<file path="config.mk">
export PLATFORM = sky130hd
export DESIGN_NAME = cpu_fsm_controller
export DESIGN_NICKNAME = d
export VERILOG_FILES = /design/src/rtl/cpu_ctrl_pkg.sv /design/src/rtl/instr_decoder.sv /design/src/rtl/cpu_fsm_controller.sv
export SDC_FILE = /design/constraint.sdc
export NUM_CORES = 1
export LEC_CHECK = 0
export CORE_MARGIN = 8
export CORE_UTILIZATION = 46
export DETAILED_ROUTE_END_ITERATION = 10
export PLACE_DENSITY = 0.85
export SLEW_MARGIN = 20
export SYNTH_ARGS = -nofsm -noshare
export SYNTH_HDL_FRONTEND = slang
export SYNTH_HIERARCHICAL = 1
export SYNTH_SLANG_ARGS = --single-unit
</file>
<file path="constraint.sdc">
create_clock -name clk -period 4.5 [get_ports clk]
set_input_delay 0.9 -clock clk [delete_from_list [all_inputs] [get_ports clk]]
set_output_delay 0.9 -clock clk [all_outputs]
set_load 0.02 [all_outputs]
</file>
<file path="src/rtl/cpu_ctrl_pkg.sv">
`default_nettype none
// ============================================================================
//  Module      : cpu_ctrl_pkg
//  Description : Shared definitions for the CPU control sequencer. Holds the
//                state encoding, opcode and ALU-op constants, the instruction
//                field positions and a sign-extension helper.
//                Consumers: instr_decoder, cpu_fsm_controller.
//  Revision    : 1.0 - initial release
// ============================================================================
package cpu_ctrl_pkg;

    // Encodings are fixed because they are visible on the optional debug port.
    typedef enum logic [2:0] {
        ST_WAIT      = 3'b000,
        ST_DECODE    = 3'b001,
        ST_WRITE_IMM = 3'b010,
        ST_GET_A     = 3'b011,
        ST_GET_B     = 3'b100,
        ST_COMPUTE   = 3'b101,
        ST_WRITE_REG = 3'b110
    } state_t;

    // Opcodes (IR[15:13])
    localparam logic [2:0] OPC_MOV = 3'b110;
    localparam logic [2:0] OPC_ALU = 3'b101;

    // MOV sub-ops (IR[12:11] when opcode is OPC_MOV)
    localparam logic [1:0] OP_MOV_REG = 2'b00;
    localparam logic [1:0] OP_MOV_IMM = 2'b10;

    // ALU ops (IR[12:11] when opcode is OPC_ALU)
    localparam logic [1:0] ALU_ADD = 2'b00;
    localparam logic [1:0] ALU_CMP = 2'b01;
    localparam logic [1:0] ALU_AND = 2'b10;
    localparam logic [1:0] ALU_MVN = 2'b11;

    // Instruction field positions
    localparam int IR_OPC_HI = 15;
    localparam int IR_OPC_LO = 13;
    localparam int IR_OP_HI  = 12;
    localparam int IR_OP_LO  = 11;
    localparam int IR_RN_HI  = 10;
    localparam int IR_RN_LO  = 8;
    localparam int IR_RD_HI  = 7;
    localparam int IR_RD_LO  = 5;
    localparam int IR_SH_HI  = 4;
    localparam int IR_SH_LO  = 3;
    localparam int IR_RM_HI  = 2;
    localparam int IR_RM_LO  = 0;
    localparam int IR_IMM_HI = 7;

    function automatic logic [15:0] sign_ext8(input logic [7:0] imm);
        return {{8{imm[7]}}, imm};
    endfunction

endpackage
`default_nettype wire

</file>
<file path="src/rtl/instr_decoder.sv">
`default_nettype none
// ============================================================================
//  Module      : instr_decoder
//  Description : Purely combinational split of the instruction register into
//                its fields plus the sign-extended 8-bit immediate.
//  Ports       : i_ir        - instruction register contents
//                o_opcode    - IR[15:13]
//                o_op        - IR[12:11]
//                o_rn/o_rd/o_rm - register specifiers
//                o_sh        - shifter op IR[4:3]
//                o_imm_sext  - {{8{imm8[7]}}, imm8}
//  Revision    : 1.0 - initial release
// ============================================================================
module instr_decoder
    import cpu_ctrl_pkg::*;
#(
    parameter int DW = 16
) (
    input  logic [DW-1:0] i_ir,
    output logic [2:0]    o_opcode,
    output logic [1:0]    o_op,
    output logic [2:0]    o_rn,
    output logic [2:0]    o_rd,
    output logic [1:0]    o_sh,
    output logic [2:0]    o_rm,
    output logic [DW-1:0] o_imm_sext
);

    assign o_opcode   = i_ir[IR_OPC_HI:IR_OPC_LO];
    assign o_op       = i_ir[IR_OP_HI:IR_OP_LO];
    assign o_rn       = i_ir[IR_RN_HI:IR_RN_LO];
    assign o_rd       = i_ir[IR_RD_HI:IR_RD_LO];
    assign o_sh       = i_ir[IR_SH_HI:IR_SH_LO];
    assign o_rm       = i_ir[IR_RM_HI:IR_RM_LO];
    assign o_imm_sext = sign_ext8(i_ir[IR_IMM_HI:0]);

endmodule
`default_nettype wire

</file>
<file path="src/rtl/cpu_fsm_controller.sv">
`default_nettype none
// ============================================================================
//  Module      : cpu_fsm_controller
//  Description : Moore sequencer for the 16-bit datapath. Holds the
//                instruction register, decodes it and walks each instruction
//                through a fixed series of control states.
//  Ports       : clk, reset_n (async, active low)
//                in / load      - instruction word and IR load (WAIT only)
//                s              - start; sampled only in WAIT
//                w              - 1 only while idle in WAIT
//                datapath_in    - sign-extended imm8
//                vsel, writenum, write, readnum      - register file control
//                loada, loadb, loadc, loads          - A/B/C/status enables
//                asel, bsel, shift, ALUop            - operand/shift/ALU select
//                state_dbg      - encoded state (CPU_FSM_DBG_STATE_EN only)
//  Options     : `define CPU_FSM_DBG_STATE_EN adds the state_dbg output.
//  Revision    : 1.0 - initial release
// ============================================================================
module cpu_fsm_controller
    import cpu_ctrl_pkg::*;
#(
    parameter int DW = 16
) (
    input  logic          clk,
    input  logic          reset_n,
    input  logic [DW-1:0] in,
    input  logic          load,
    input  logic          s,
    output logic          w,
    output logic [DW-1:0] datapath_in,
    output logic          vsel,
    output logic [2:0]    writenum,
    output logic          write,
    output logic [2:0]    readnum,
    output logic          loada,
    output logic          loadb,
    output logic          loadc,
    output logic          loads,
    output logic          asel,
    output logic          bsel,
    output logic [1:0]    shift,
    output logic [1:0]    ALUop
`ifdef CPU_FSM_DBG_STATE_EN
    ,
    output logic [2:0]    state_dbg
`endif
);

    state_t        r_state;
    state_t        w_next_state;
    logic [DW-1:0] r_ir;

    logic [2:0]    w_opcode;
    logic [1:0]    w_op;
    logic [2:0]    w_rn;
    logic [2:0]    w_rd;
    logic [1:0]    w_sh;
    logic [2:0]    w_rm;

    instr_decoder #(
        .DW (DW)
    ) u_instr_decoder (
        .i_ir       (r_ir),
        .o_opcode   (w_opcode),
        .o_op       (w_op),
        .o_rn       (w_rn),
        .o_rd       (w_rd),
        .o_sh       (w_sh),
        .o_rm       (w_rm),
        .o_imm_sext (datapath_in)
    );

    // The IR only accepts a new word while idle so it stays stable for the
    // whole of an instruction.
    always_ff @(posedge clk or negedge reset_n) begin
        if (!reset_n) begin
            r_ir <= '0;
        end else if (load && (r_state == ST_WAIT)) begin
            r_ir <= in;
        end
    end

    always_ff @(posedge clk or negedge reset_n) begin
        if (!reset_n) begin
            r_state <= ST_WAIT;
        end else begin
            r_state <= w_next_state;
        end
    end

    // Outputs depend only on state and IR. readnum/writenum idle at Rm/Rd so
    // the register-file addresses do not toggle outside their own states.
    always_comb begin
        w_next_state = r_state;
        w            = 1'b0;
        vsel         = 1'b0;
        writenum     = w_rd;
        write        = 1'b0;
        readnum      = w_rm;
        loada        = 1'b0;
        loadb        = 1'b0;
        loadc        = 1'b0;
        loads        = 1'b0;
        asel         = 1'b0;
        bsel         = 1'b0;
        shift        = 2'b00;
        ALUop        = 2'b00;

        case (r_state)
            ST_WAIT: begin
                w = 1'b1;
                if (s) begin
                    w_next_state = ST_DECODE;
                end
            end

            ST_DECODE: begin
                if ((w_opcode == OPC_MOV) && (w_op == OP_MOV_IMM)) begin
                    w_next_state = ST_WRITE_IMM;
                end else if ((w_opcode == OPC_MOV) && (w_op == OP_MOV_REG)) begin
                    w_next_state = ST_GET_B;
                end else if (w_opcode == OPC_ALU) begin
                    w_next_state = ST_GET_A;
                end else begin
                    // Unrecognised encoding: retire with no side effects.
                    w_next_state = ST_WAIT;
                end
            end

            ST_WRITE_IMM: begin
                vsel         = 1'b1;
                writenum     = w_rn;
                write        = 1'b1;
                w_next_state = ST_WAIT;
            end

            ST_GET_A: begin
                readnum      = w_rn;
                loada        = 1'b1;
                w_next_state = ST_GET_B;
            end

            ST_GET_B: begin
                readnum      = w_rm;
                loadb        = 1'b1;
                w_next_state = ST_COMPUTE;
            end

            ST_COMPUTE: begin
                shift = w_sh;
                if (w_opcode == OPC_MOV) begin
                    // MOV Rd,Rm: 0 + shifted B through the adder.
                    asel         = 1'b1;
                    ALUop        = ALU_ADD;
                    loadc        = 1'b1;
                    w_next_state = ST_WRITE_REG;
                end else if (w_op == ALU_CMP) begin
                    ALUop        = w_op;
                    loads        = 1'b1;
                    w_next_state = ST_WAIT;
                end else begin
                    ALUop        = w_op;
                    loadc        = 1'b1;
                    w_next_state = ST_WRITE_REG;
                end
            end

            ST_WRITE_REG: begin
                vsel         = 1'b0;
                writenum     = w_rd;
                write        = 1'b1;
                w_next_state = ST_WAIT;
            end

            default: begin
                w_next_state = ST_WAIT;
            end
        endcase
    end

`ifdef CPU_FSM_DBG_STATE_EN
    assign state_dbg = r_state;
`endif

endmodule
`default_nettype wire

</file>
==> results.md <==
- DRC viols: 0
- Pins Over Slew Limit: 0
- Clk_lat worst skew: 0.30 ns
- Wire length per cell: 16.8 um
- Row cnt: 19
- Ant diodes: 0
- Post-synthesis sequential area ratio: 36.5%
- Largest net degree at the start of global routing: 20
- Maxcap violations: 0
- Dpl cells: 162
- Final WL: 2.79 mm
- Power Density: 791 nW/um^2
- Post-synthesis average cell area: 11.2 um^2
- Asr flop ratio synth: 100%
- Final instance area: 1590 um^2
- Worst Setup SP: r_state[1]
- Initial Utilization: 47.6%
- Hold Violations, Final: 0
- Starting DRT DRC Count: 29
- Final Net Count: 156
- RePlAce Congestion: 0.792
- Resize count post-CTS: 0
- # setup viols final: 0
- FF-to-FF End: r_ir[1]
- Worst-path clk slew: 0.11 ns
- Synth unique cells: 34
- Cts hold-fix bufs: 0
- Reg2reg path depth: 3
- Die Span X: 69.2 um
- Post-CTS Setup Bufs: 0
- CTS root buf: clkbuf_4
- Final std cells w/o fill: 166
- Count leader, synth: buf_4
- Tot Pwr: 1.26 mW
- Max VDD drop: 0.554 mV
- Critical path type: reg -> out
- Congestion Overflow GR: 0
- Crit path max fanout: 9
- EDFF count, synth: 0
- R2R Setup Slk: 2.90 ns
- Status: finished, final reports clean
- RSZ-0062 raised after global routing: no
- Leakage: 0.656 nW
- H-tree depth: 1
- Period utilization: 70.0%
- Worst Path Arrival: 2.25 ns
- Most frequent cells after synthesis: buf_4 (34), dfrtp_1 (19), mux2_2 (12)
- Required @ worst endpoint: 3.60 ns
- Antenna violations before repair: 0
- Share of cells above drive strength 1: 21.5%
- Setup TNS: 0 ns
- Crit start category: register
- Fill count: 221
- Area of the multi-input gates: 508 um^2
- Clk buf depth: 2
- Max-slew headroom: 45.9%
- Die H: 69.2 um
- Global-route wire length before repair: 4.44 mm
- Hold WS: 0.540 ns
- Remaining antenna violation count: 0
- Syn_nets: 136
- Clk sinks: 19
- Num ports: 55
- Via count: 842
- Crit path capture type: output pin
- Sequential Area: 475 um^2
- Max Fclk: 318 MHz
- Worst r2r src: r_state[2]
- Ys Warns: 6
- Placed Area: 1560 um^2
- Yosys top cell by area: dfrtp_1
- Yosys reg bits: 19
- Most common flop cell mapped by yosys: dfrtp_1
- Core area: 2730 um^2
- Area growth syn-to-layout: 22.2%
- Dominant cells by area after synthesis: dfrtp_1 (37%), buf_4 (20%), mux2_4 (12%), mux2_2 (10%), buf_12 (1.5%)
- Crit path capture: writenum[1]
- Pre-antenna DRT Iters: 4
- CTS buffer count: 3
- Count of input and output buffers: 53
- Worst slew pin tran: 0.809 ns
- Vias per Instance: 5.07
- Dpl hpwl: 2.23 mm
- Hold depth: 1
- Worst hold path class: reg -> reg
- Crit path time final: 3.15 ns
- Clock Skews: 0.00810 ns
- Number of global-route vias before repair: 859
- Post-Syn Area: 1300 um^2
- Syn Inst Count: 116
- Synth top area share: 36.5%
- GRT Total Usage: 11.1%
- TritonCTS clock tree: built
- Die ar.: 4790 um^2
## cell type report
type | instances | share of cell area (%)
Timing Repair Buffer | 53 | 33.4
Clock buffer | 4 | 1.65
Multi-Input combinational cell | 56 | 31.9
Inverter | 3 | 0.708
Sequential cell | 19 | 29.9
Tap cell | 31 | 2.44
## worst min path at each step
stage	slack, ns	start	end
final	0.54	r_ir[12]	r_ir[12]
after global routing	0.57	r_ir[10]	r_ir[10]
after CTS	0.54	r_ir[12]	r_ir[12]
after detailed placement	0.52	r_ir[12]	r_ir[12]
after global placement	0.50	r_ir[12]	r_ir[12]
after floorplan	0.48	r_ir[15]	r_ir[15]
## sequential cells by signal (all words and copies together) (netlist names)
register / cells
r_ir: 16
r_state: 3
## routing by layer
metal	global-route usage, %	part of all wire (%)	vias up
met5	0	0	-
met4	6.61	2.8	0
met3	3.00	5.5	8
met2	20.1	52	37
met1	11.1	39	396
li1	-	-	401
## report_power, final
| part | leakage [nW] | switching (mW) | total, mW | internal, mW |
|---|---|---|---|---|
| sequential | 0.227 | 0.118 | 0.376 | 0.258 |
| clock | 0.0150 | 0.0517 | 0.0862 | 0.0345 |
| combinational | 0.414 | 0.361 | 0.795 | 0.434 |
| total | 0.656 | 0.531 | 1.26 | 0.726 |
## through the flow
stage	setup slack (ns)	util, %
after floorplan	2.12	-
after global placement	1.77	57.2
final	1.35	58.2
after global routing	1.25	58.2
after detailed placement	1.69	57.2
after CTS	1.36	58.2
## cell usage in the layout (no fill, tap or decap), types with 2 or more instances in the layout
master / instances
nand2_1: 3
o21ai_0: 2
and2_1: 2
mux2_4: 10
clkdlybuf4s50_1: 53
inv_1: 3
a21oi_1: 2
mux2_2: 12
clkbuf_4: 3
dfrtp_1: 19
nor2_1: 4
nor3b_1: 2
## worst max-delay path, stage by stage (launching register included)
cell             delay, ns
dfrtp_1               0.55
inv_1                 0.15
nor3_2                0.33
mux2_2                0.38
clkdlybuf4s50_1       0.55
## kinds of logic after synthesis
logic type      share of synthesized area (%)
compound gates                           4.62
buf+inv                                  24.4
flops                                    36.5
mux                                      21.9
other cells                             0.288
simple gates                             12.2
No activity file was read; power rests on OpenSTA's default activity.
